<file path="config.mk">
export PLATFORM = sky130hd
export DESIGN_NAME = hack_mem_arbiter
export DESIGN_NICKNAME = d
export VERILOG_FILES = /design/src/rtl/hack_mem_arbiter.sv
export SDC_FILE = /design/constraint.sdc
export NUM_CORES = 1
export LEC_CHECK = 0
export BUFFER_PORTS_ARGS = -buffer_cell sky130_fd_sc_hd__buf_2
export CORE_AREA = 2 2 58 60
export CTS_BUF_LIST = sky130_fd_sc_hd__clkbuf_8 sky130_fd_sc_hd__clkbuf_16
export CTS_CLUSTER_DIAMETER = 150
export DETAILED_ROUTE_END_ITERATION = 6
export DIE_AREA = 0 0 60 62
export PLACE_DENSITY_LB_ADDON = 0.12
export SETUP_SLACK_MARGIN = 0.4
export SYNTH_ARGS = -nofsm -noshare
export SYNTH_HDL_FRONTEND = slang
export SYNTH_SLANG_ARGS = --single-unit
</file>
<file path="constraint.sdc">
create_clock -name clock -period 4.2 [get_ports clock]
set_input_delay 1.26 -clock clock [delete_from_list [all_inputs] [get_ports clock]]
set_output_delay 1.26 -clock clock [all_outputs]
set_load 0.1 [all_outputs]
</file>
<file path="src/rtl/hack_mem_arbiter.sv">
// hack_mem_arbiter: shares the single-port data SPRAM between the Hack CPU and
// one secondary requester (DMA / display / loader). Each CPU instruction gets a
// FETCH (read) slot and an EXEC slot. At most one DMA slot is inserted after each
// EXEC, so neither side can starve the other.
module hack_mem_arbiter #(
    parameter int unsigned MEM_ADDR_WIDTH = 14
) (
    input  logic                      clock,
    input  logic                      reset,
    // CPU side
    input  logic [MEM_ADDR_WIDTH:0]   cpu_address_m,
    input  logic                      cpu_write_m,
    input  logic [15:0]               cpu_out_m,
    output logic                      cpu_hold,
    output logic [15:0]               cpu_in_m,
    // Secondary requester side
    input  logic                      dma_req,
    input  logic                      dma_write,
    input  logic [MEM_ADDR_WIDTH-1:0] dma_address,
    input  logic [15:0]               dma_wdata,
    output logic                      dma_ack,
    output logic [15:0]               dma_rdata,
    // SPRAM side
    output logic [MEM_ADDR_WIDTH-1:0] mem_address,
    output logic [15:0]               mem_wdata,
    output logic                      mem_we,
    input  logic [15:0]               mem_rdata
);

    typedef enum logic [1:0] {
        ST_FETCH = 2'd0,
        ST_EXEC  = 2'd1,
        ST_DMA   = 2'd2
    } state_e;

    state_e state_q;
    logic   dma_ack_q;

    // CPU addresses with the top bit set fall outside the SPRAM.
    logic cpu_in_spram;
    assign cpu_in_spram = ~cpu_address_m[MEM_ADDR_WIDTH];

    // Slot sequencer and registered DMA completion pulse.
    always_ff @(posedge clock) begin
        if (reset) begin
            state_q   <= ST_FETCH;
            dma_ack_q <= 1'b0;
        end else begin
            dma_ack_q <= (state_q == ST_DMA);
            case (state_q)
                ST_FETCH: state_q <= ST_EXEC;
                ST_EXEC:  state_q <= dma_req ? ST_DMA : ST_FETCH;
                ST_DMA:   state_q <= ST_FETCH;
                default:  state_q <= ST_FETCH;
            endcase
        end
    end

    // SPRAM port steering; reset always blocks writes, whatever the state.
    always_comb begin
        mem_address = cpu_address_m[MEM_ADDR_WIDTH-1:0];
        mem_wdata   = cpu_out_m;
        mem_we      = 1'b0;
        case (state_q)
            ST_EXEC: begin
                mem_we = cpu_write_m & cpu_in_spram;
            end
            ST_DMA: begin
                mem_address = dma_address;
                mem_wdata   = dma_wdata;
                mem_we      = dma_write;
            end
            default: begin
                mem_we = 1'b0;
            end
        endcase
        if (reset) begin
            mem_we = 1'b0;
        end
    end

    // Hold is a pure state decode; reset forces it high even before the first edge.
    assign cpu_hold  = reset | (state_q != ST_EXEC);

    // Read data reaches the CPU combinationally; out-of-SPRAM reads return zero.
    assign cpu_in_m  = cpu_in_spram ? mem_rdata : 16'h0000;

    // The ack cycle is the one in which the DMA-slot read data arrives.
    assign dma_ack   = dma_ack_q & ~reset;
    assign dma_rdata = dma_ack ? mem_rdata : 16'h0000;

endmodule

</file>
==> key figures, run 1 <==
Route
  – # DRC: 0
  – WL met3: 381 um
  – Top sig layer: met3
  – WL/cell: 10.7 um
  – Drt first pass iters: 2
  – Wire length on met2: 1500 um
  – Post-Route WL: 2960 um
  – Drt via density: 4.05
  – DRT antenna net count: 0
  – DRC marker count from the first detailed-route iteration: 27
  – DR vias: 1,123
  – Wl on met1: 1080 um

Floorplanning
  – Initial core utilization: between 20% and 30%
  – Die Width: 60 um
  – Die area: 3720 um^2
  – Die height: 62 um
  – Site row count: 21
  – I/O pin total: roughly 150
  – Core box area: 3180 um^2

Critical path
  – CP max FO: 17
  – CP startpoint: reset
  – Crit Reg-Reg Startpoint: state_q[0]$_SDFF_PP0_
  – RR Endpoint: dma_ack_q$_SDFF_PP0_
  – CP startpoint kind: input pin
  – Worst EP arrival: 2270 ps
  – WS Path Type: in -> out
  – Last element of the critical path: dma_rdata[10]
  – Critical Path RT: 2940 ps
  – FF-to-FF setup slack: around 2800 ps
  – Worst r2r path cells: 4
  – Worst setup EP type: primary output

Global route
  – Largest net degree at the start of global routing: 26
  – First-pass GRT wire length: 3620 um
  – GRT overflow: 0
  – Initial antenna violation count: 0
  – Vias in the first global route: 832
  – Gr usage total: 12.6%

Flow run
  – # Max-Cap Violations: 0

Timing
  – Tcrit/Tclk final: 84.1%
  – RSZ-0062 raised after global routing: no
  – Slew @ Worst Pin: 503 ps
  – Final hold violation count: 0
  – Fin. max-slew vios: 0
  – Minimum clock period: 3530 ps
  – Achievable Freq: 283 MHz
  – Number of setup violations in the final report: 0
  – Clk_skew: 0.344 ps
  – TNS Setup: 0 ps
  – Relative slew slack: 66.7%

Finish
  – Layout cells sized above 1: 85.7%
  – Most common cell after layout, fill and taps aside: buf_2
  – Fin nets: between 300 and 400
  – Diode count: 0
  – Syn-to-layout area delta: 89.8%
  – Most frequent cells in the layout: 146 x buf_2, 28 x mux2_4, 12 x nor2b_1
  – Finished Layout Cells: 277

Pwr
  – Leak: between 1 and 1.5 nW
  – Pwr/cell area: 265 nW/um^2
  – Max IR drop VDD: 115 uV
  – Sw Ratio: 61.3%
  – Comb pwr share: 75.2%
  – Int Power: 0.173 mW
  – Seq pwr share: 6.9%
  – Clock Power Share: approximately 18%
  – Sw Pwr: 0.274 mW

Place
  – Gpl congestion: approximately 0.70
  – Port Buf Inserts: 146
  – DP HPWL: between 2000 and 3000 um
  – Dpl cells: 273

Synth
  – Post-Synth Simple-Gate Area: between 20 and 30%
  – Post-Syn Instances: 86
  – Mean post-synth cell area: 10.3 um^2
  – Seq/Total Area, Yosys: 6.77%
  – Mapped Area: 887 um^2
  – Synth Net Count: 171
  – Post-synthesis mux area share: between 40% and 50%
  – Adder-Cell Fraction of Synth Area: 4.23%
  – Largest family of logic cells by synthesized area: multiplexers
  – Xor/xnor share of the synthesized area: 0%
  – Post-synthesis compound-gate area fraction: 0.564%
  – YS warnings: 0
  – Synth unique cells: 17
  – Flop and latch count out of synthesis: 3

Clocking
  – Clock Latency Late Sink: 210 ps
  – TritonCTS buffer count: 3
  – Hold bufs inserted after CTS: 0
  – Clock Path Buffers: 2
  – Post-CTS Setup Inserts: 0
  – CTS clock-pin slew for the worst setup and hold paths: 30 ps
  – # clock sinks: 3
  – H-tree depth: 1
  – Clock tree from TritonCTS: built
  – Root buf cell: clkbuf_8
  – Post_cts resized: 0

Hold path
  – Hold Path Class: reg -> reg

Run status
  – Outcome: completed
[final cells by class]
| class | count | area (um^2) |
|---|---|---|
| flip-flops and latches | 3 | 60.1 |
| clock inverters | 1 | 3.75 |
| fillers | 325 | 1500 |
| multi-input cells | 74 | 772 |
| well taps | 46 | 57.6 |
| inverters | 3 | 11.3 |
| clock buffers | 3 | 41.3 |
| repair buffers | 147 | 738 |
[critical path, cell delays in order]
cell and delay, ps:
buf_2 140, nor2b_4 270, and2_2 190, buf_2 420
[metal layers]
layer | up-vias | global-route usage, %
met5 | - | 0
met4 | 0 | 4.76
met3 | 0 | 2.07
met2 | 75 | 23.6
met1 | 474 | 14.2
li1 | 574 | -
[logic make-up after synthesis]
family          Yosys count
simple gates             40
flops                     3
compound gates            1
mux                      30
fa+ha+maj                 3
buf+inv                   9
[synth_stat cells]
| library cell | count | area [um^2] |
|---|---|---|
| nand2b_1 | 2 | 12.5 |
| buf_6 | 1 | 11.3 |
| mux2_2 | 2 | 22.5 |
| nor2b_1 | 18 | 113 |
| nor2b_4 | 1 | 13.8 |
| a21oi_1 | 1 | 5.00 |
| ha_1 | 3 | 37.5 |
| nor2_1 | 1 | 3.75 |
| mux2_4 | 28 | 420 |
| buf_2 | 2 | 10.0 |
| inv_1 | 3 | 11.3 |
| nand2_1 | 1 | 3.75 |
| dfxtp_1 | 3 | 60.1 |
| buf_8 | 1 | 15.0 |
| buf_12 | 2 | 40.0 |
| and2_1 | 16 | 100 |
| nand3b_1 | 1 | 7.51 |
[sequential cells by signal, indices dropped and copies added, names as in the netlist]
name       cells
state_q        2
dma_ack_q      1
[per-stage QoR]
stage                     hold slack (ps)  setup slack (ps)  power [mW]  area [um^2]  utilization (%)
after floorplan                       610               179       0.309          917                -
after global placement                656               674       0.368         1640             51.6
after detailed placement              655               645       0.369         1640             51.6
after CTS                             663               643       0.452         1680             53.0
after global routing                  730               570       0.467         1680             53.0
final                                 652               667       0.447         1680             53.0
[power by group through the flow]
stage          sequential (mW)  combinational, mW  clock (mW)
2_1_floorplan           0.0310              0.278           0
3_3_place_gp            0.0313              0.336           0
3_5_place_dp            0.0312              0.338           0
4_1_cts                 0.0308              0.338      0.0830
5_1_grt                 0.0309              0.349      0.0872
6_report                0.0307              0.336      0.0800
[worst min-delay path by stage]
stage	start	end	cells past startpoint
after floorplan	state_q[1]$_SDFF_PP0_	state_q[0]$_SDFF_PP0_	3
after global placement	state_q[1]$_SDFF_PP0_	state_q[0]$_SDFF_PP0_	3
after detailed placement	state_q[1]$_SDFF_PP0_	state_q[0]$_SDFF_PP0_	3
after CTS	state_q[1]$_SDFF_PP0_	state_q[0]$_SDFF_PP0_	3
after global routing	state_q[1]$_SDFF_PP0_	state_q[0]$_SDFF_PP0_	3
final	state_q[1]$_SDFF_PP0_	state_q[0]$_SDFF_PP0_	3
Power figures use the tool's default switching activity.
==> inputs of run 2 (changes only) <==
- CORE_AREA: 2 2 58 60 -> default
- CORE_UTILIZATION: default -> 25
- DIE_AREA: 0 0 60 62 -> default
- clock period: 4.2 -> 3.1 ns (I/O delays scaled with it)
==> run 2 against run 1 <==
Sequential share of layout area fell by 1.2 points; clock power rose by 41%; clock skew barely moved; via count rose by 6.3%; first-iteration DRC count fell by 52%; flip-flop and latch count did not move; die area rose by 1.9%; combinational power rose by 73%; design area rose by 52%; non-clock buffer count rose by 3; hold slack improved by 26 ps; largest cell class is now non-clock buffers; largest power group unchanged.
==> key figures, run 2 (synthesis gave the netlist of run 1 again) <==
Run status
  – Outcome: completed

Timing
  – TNS Setup: 0 ps (unchanged)
  – Clk_skew: 0.113 ps (-0.231 ps)
  – Relative slew slack: 67.4% (+0.71 points)
  – Fin. max-slew vios: 0 (unchanged)
  – RSZ-0062 raised after global routing: no
  – Achievable Freq: around 380 MHz
  – Tcrit/Tclk final: a little over four fifths
  – Minimum clock period: 2630 ps
  – Final hold violation count: 0 (unchanged)
  – Slew @ Worst Pin: 492 ps (-10.7 ps)
  – Number of setup violations in the final report: 0 (unchanged)
  – Min setup slack post-route: 473 ps (-194 ps)

Critical path
  – CP cell instances: buf_6 -> nand3b_1 -> a21oi_2 -> buf_12
  – FF-to-FF setup slack: 2090 ps (-730 ps)
  – CP max stage delay: 200 ps (-220 ps)
  – Worst setup EP type: primary output
  – Buf/Inv on CP: 2 (unchanged)
  – Worst path slowest cell: nand3b_1
  – Critical Path RT: 2170 ps (-770 ps)
  – Worst EP arrival: 1700 ps (-570 ps)
  – CP max FO: 17 (unchanged)
  – CP startpoint kind: input pin
  – WS Path Type: in -> out
  – CP top delay family: buffers and inverters

Clocking
  – Clock Path Buffers: 2 (unchanged)
  – Clock Latency Late Sink: 220 ps (about the same)
  – # clock sinks: 3 (unchanged)
  – CTS clock-pin slew for the worst setup and hold paths: 30 ps (about the same)
  – Root buf cell: clkbuf_8
  – Hold bufs inserted after CTS: 0 (unchanged)
  – TritonCTS buffer count: 3 (unchanged)
  – H-tree depth: 1 (unchanged)
  – Clock tree from TritonCTS: built

Finish
  – Largest Register: state_q
  – Area occupied by registers: 60.1 um^2 (unchanged)
  – Filler cells: 255 (-22%)
  – Most frequent cells in the layout: 95 x buf_2, 50 x buf_12, 28 x mux2_4
  – Syn-to-layout area delta: 189%
  – Final Cell Area: 2560 um^2 (+52%)
  – Area occupied by multi-input gates: 867 um^2 (+12%)
  – Core Util, Final: 76.2% (+23 points)
  – Number of flip-flops in the largest register: 2 (unchanged)
  – Regs by FF count: state_q: 2 flops, dma_ack_q: 1 flops
  – Diode count: 0 (unchanged)
  – Fin nets: 320 (+0.95%)
  – Most common cell after layout, fill and taps aside: buf_2
  – Layout cells sized above 1: 93.2% (+7.4 points)

Pwr
  – Leak: 1.31 nW (+29%)
  – Max IR drop VDD: 165 uV (+43%)
  – Pwr/cell area: 288 nW/um^2 (+8.3%)
  – Total power: 0.737 mW (+65%)

Floorplanning
  – Die Width: 61.6 um (+2.6%)
  – Site row count: 21 (unchanged)
  – Core box area: 3360 um^2 (+5.8%)
  – Die height: 61.6 um (-0.69%)
  – Die area: 3790 um^2 (+1.9%)
  – Initial core utilization: 26.4% (-1.5 points)
  – I/O pin total: 147 (unchanged)

Route
  – WL/cell: 12.3 um (+15%)
  – DR vias: 1,194 (+6.3%)
  – DRT antenna net count: 0 (unchanged)
  – DRC marker count from the first detailed-route iteration: 13 (-52%)
  – Drt first pass iters: 2 (unchanged)
  – Drt via density: 4.26 (+5.2%)
  – # DRC: 0 (unchanged)
  – Post-Route WL: 3440 um (+16%)

Hold path
  – Hold Path Class: reg -> reg

Global route
  – Initial antenna violation count: 0 (unchanged)
  – GRT overflow: 0 (unchanged)
  – First-pass GRT wire length: 4490 um (+24%)
  – Gr usage total: 16.1% (+3.5 points)
  – Vias in the first global route: 1,068 (+28%)
  – Largest net degree at the start of global routing: 23 (-12%)

Place
  – Place WS: 259 ps (-386 ps)
  – Gpl congestion: 0.703 (-0.30%)
  – DP HPWL: 3010 um (+17%)
  – Port Buf Inserts: 146 (unchanged)
  – Placed instance area: 2490 um^2 (+52%)

Flow run
  – # Max-Cap Violations: 0 (unchanged)
## run 2: layout make-up
cell class	count	area share, %
multi-input combinational	74	33.8
clock buffer	3	1.61
tap	46	2.25
timing repair buffer	150	59.4
clock inverter	1	0.146
inverter	3	0.439
sequential	3	2.34
## run 2: repair_timing
item | in CTS | in global routing
resized for setup | 1 | 2
endpoints found under the hold margin | 0 | 0
buffers inserted | 2 | 0
setup endpoints to repair | 31 | 3
## run 2: power by group
part	total (mW)	leakage, nW	internal (mW)	switching [mW]
sequential	0.0417	0.0246	0.0408	0.000960
combinational	0.582	1.26	0.212	0.371
clock	0.113	0.0269	0.0845	0.0281
## run 2: routing by layer
metal | global-route usage [%] | wire length, um | up-vias
met2 | 34.7 | 2010 | 73
met3 | 4.83 | 402 | 0
li1 | - | - | 577
met1 | 13.9 | 1030 | 544
met4 | 3.81 | 0 | 0
met5 | 0 | 0 | -
## run 2: tightest hold or removal path, stage by stage, from the launching register on
cell and delay [ps]:
dfxtp_1 310, inv_1 70, ha_1 150, nor2b_1 110
## run 2: per-stage QoR
stage | cells | hold slack [ps]
2_1_floorplan | 86 | 610
3_3_place_gp | 274 | 645
3_5_place_dp | 274 | 658
4_1_cts | 280 | 685
5_1_grt | 280 | 725
6_report | 280 | 678
## run 2: worst paths after layout
check                                           start               endpoint  cells after the start
worst max register to register  state_q[0]$_SDFF_PP0_   dma_ack_q$_SDFF_PP0_                      4
worst max-delay path                cpu_address_m[14]                 mem_we                      4
worst min-delay path            state_q[1]$_SDFF_PP0_  state_q[0]$_SDFF_PP0_                      3
worst min register to register  state_q[1]$_SDFF_PP0_  state_q[0]$_SDFF_PP0_                      3
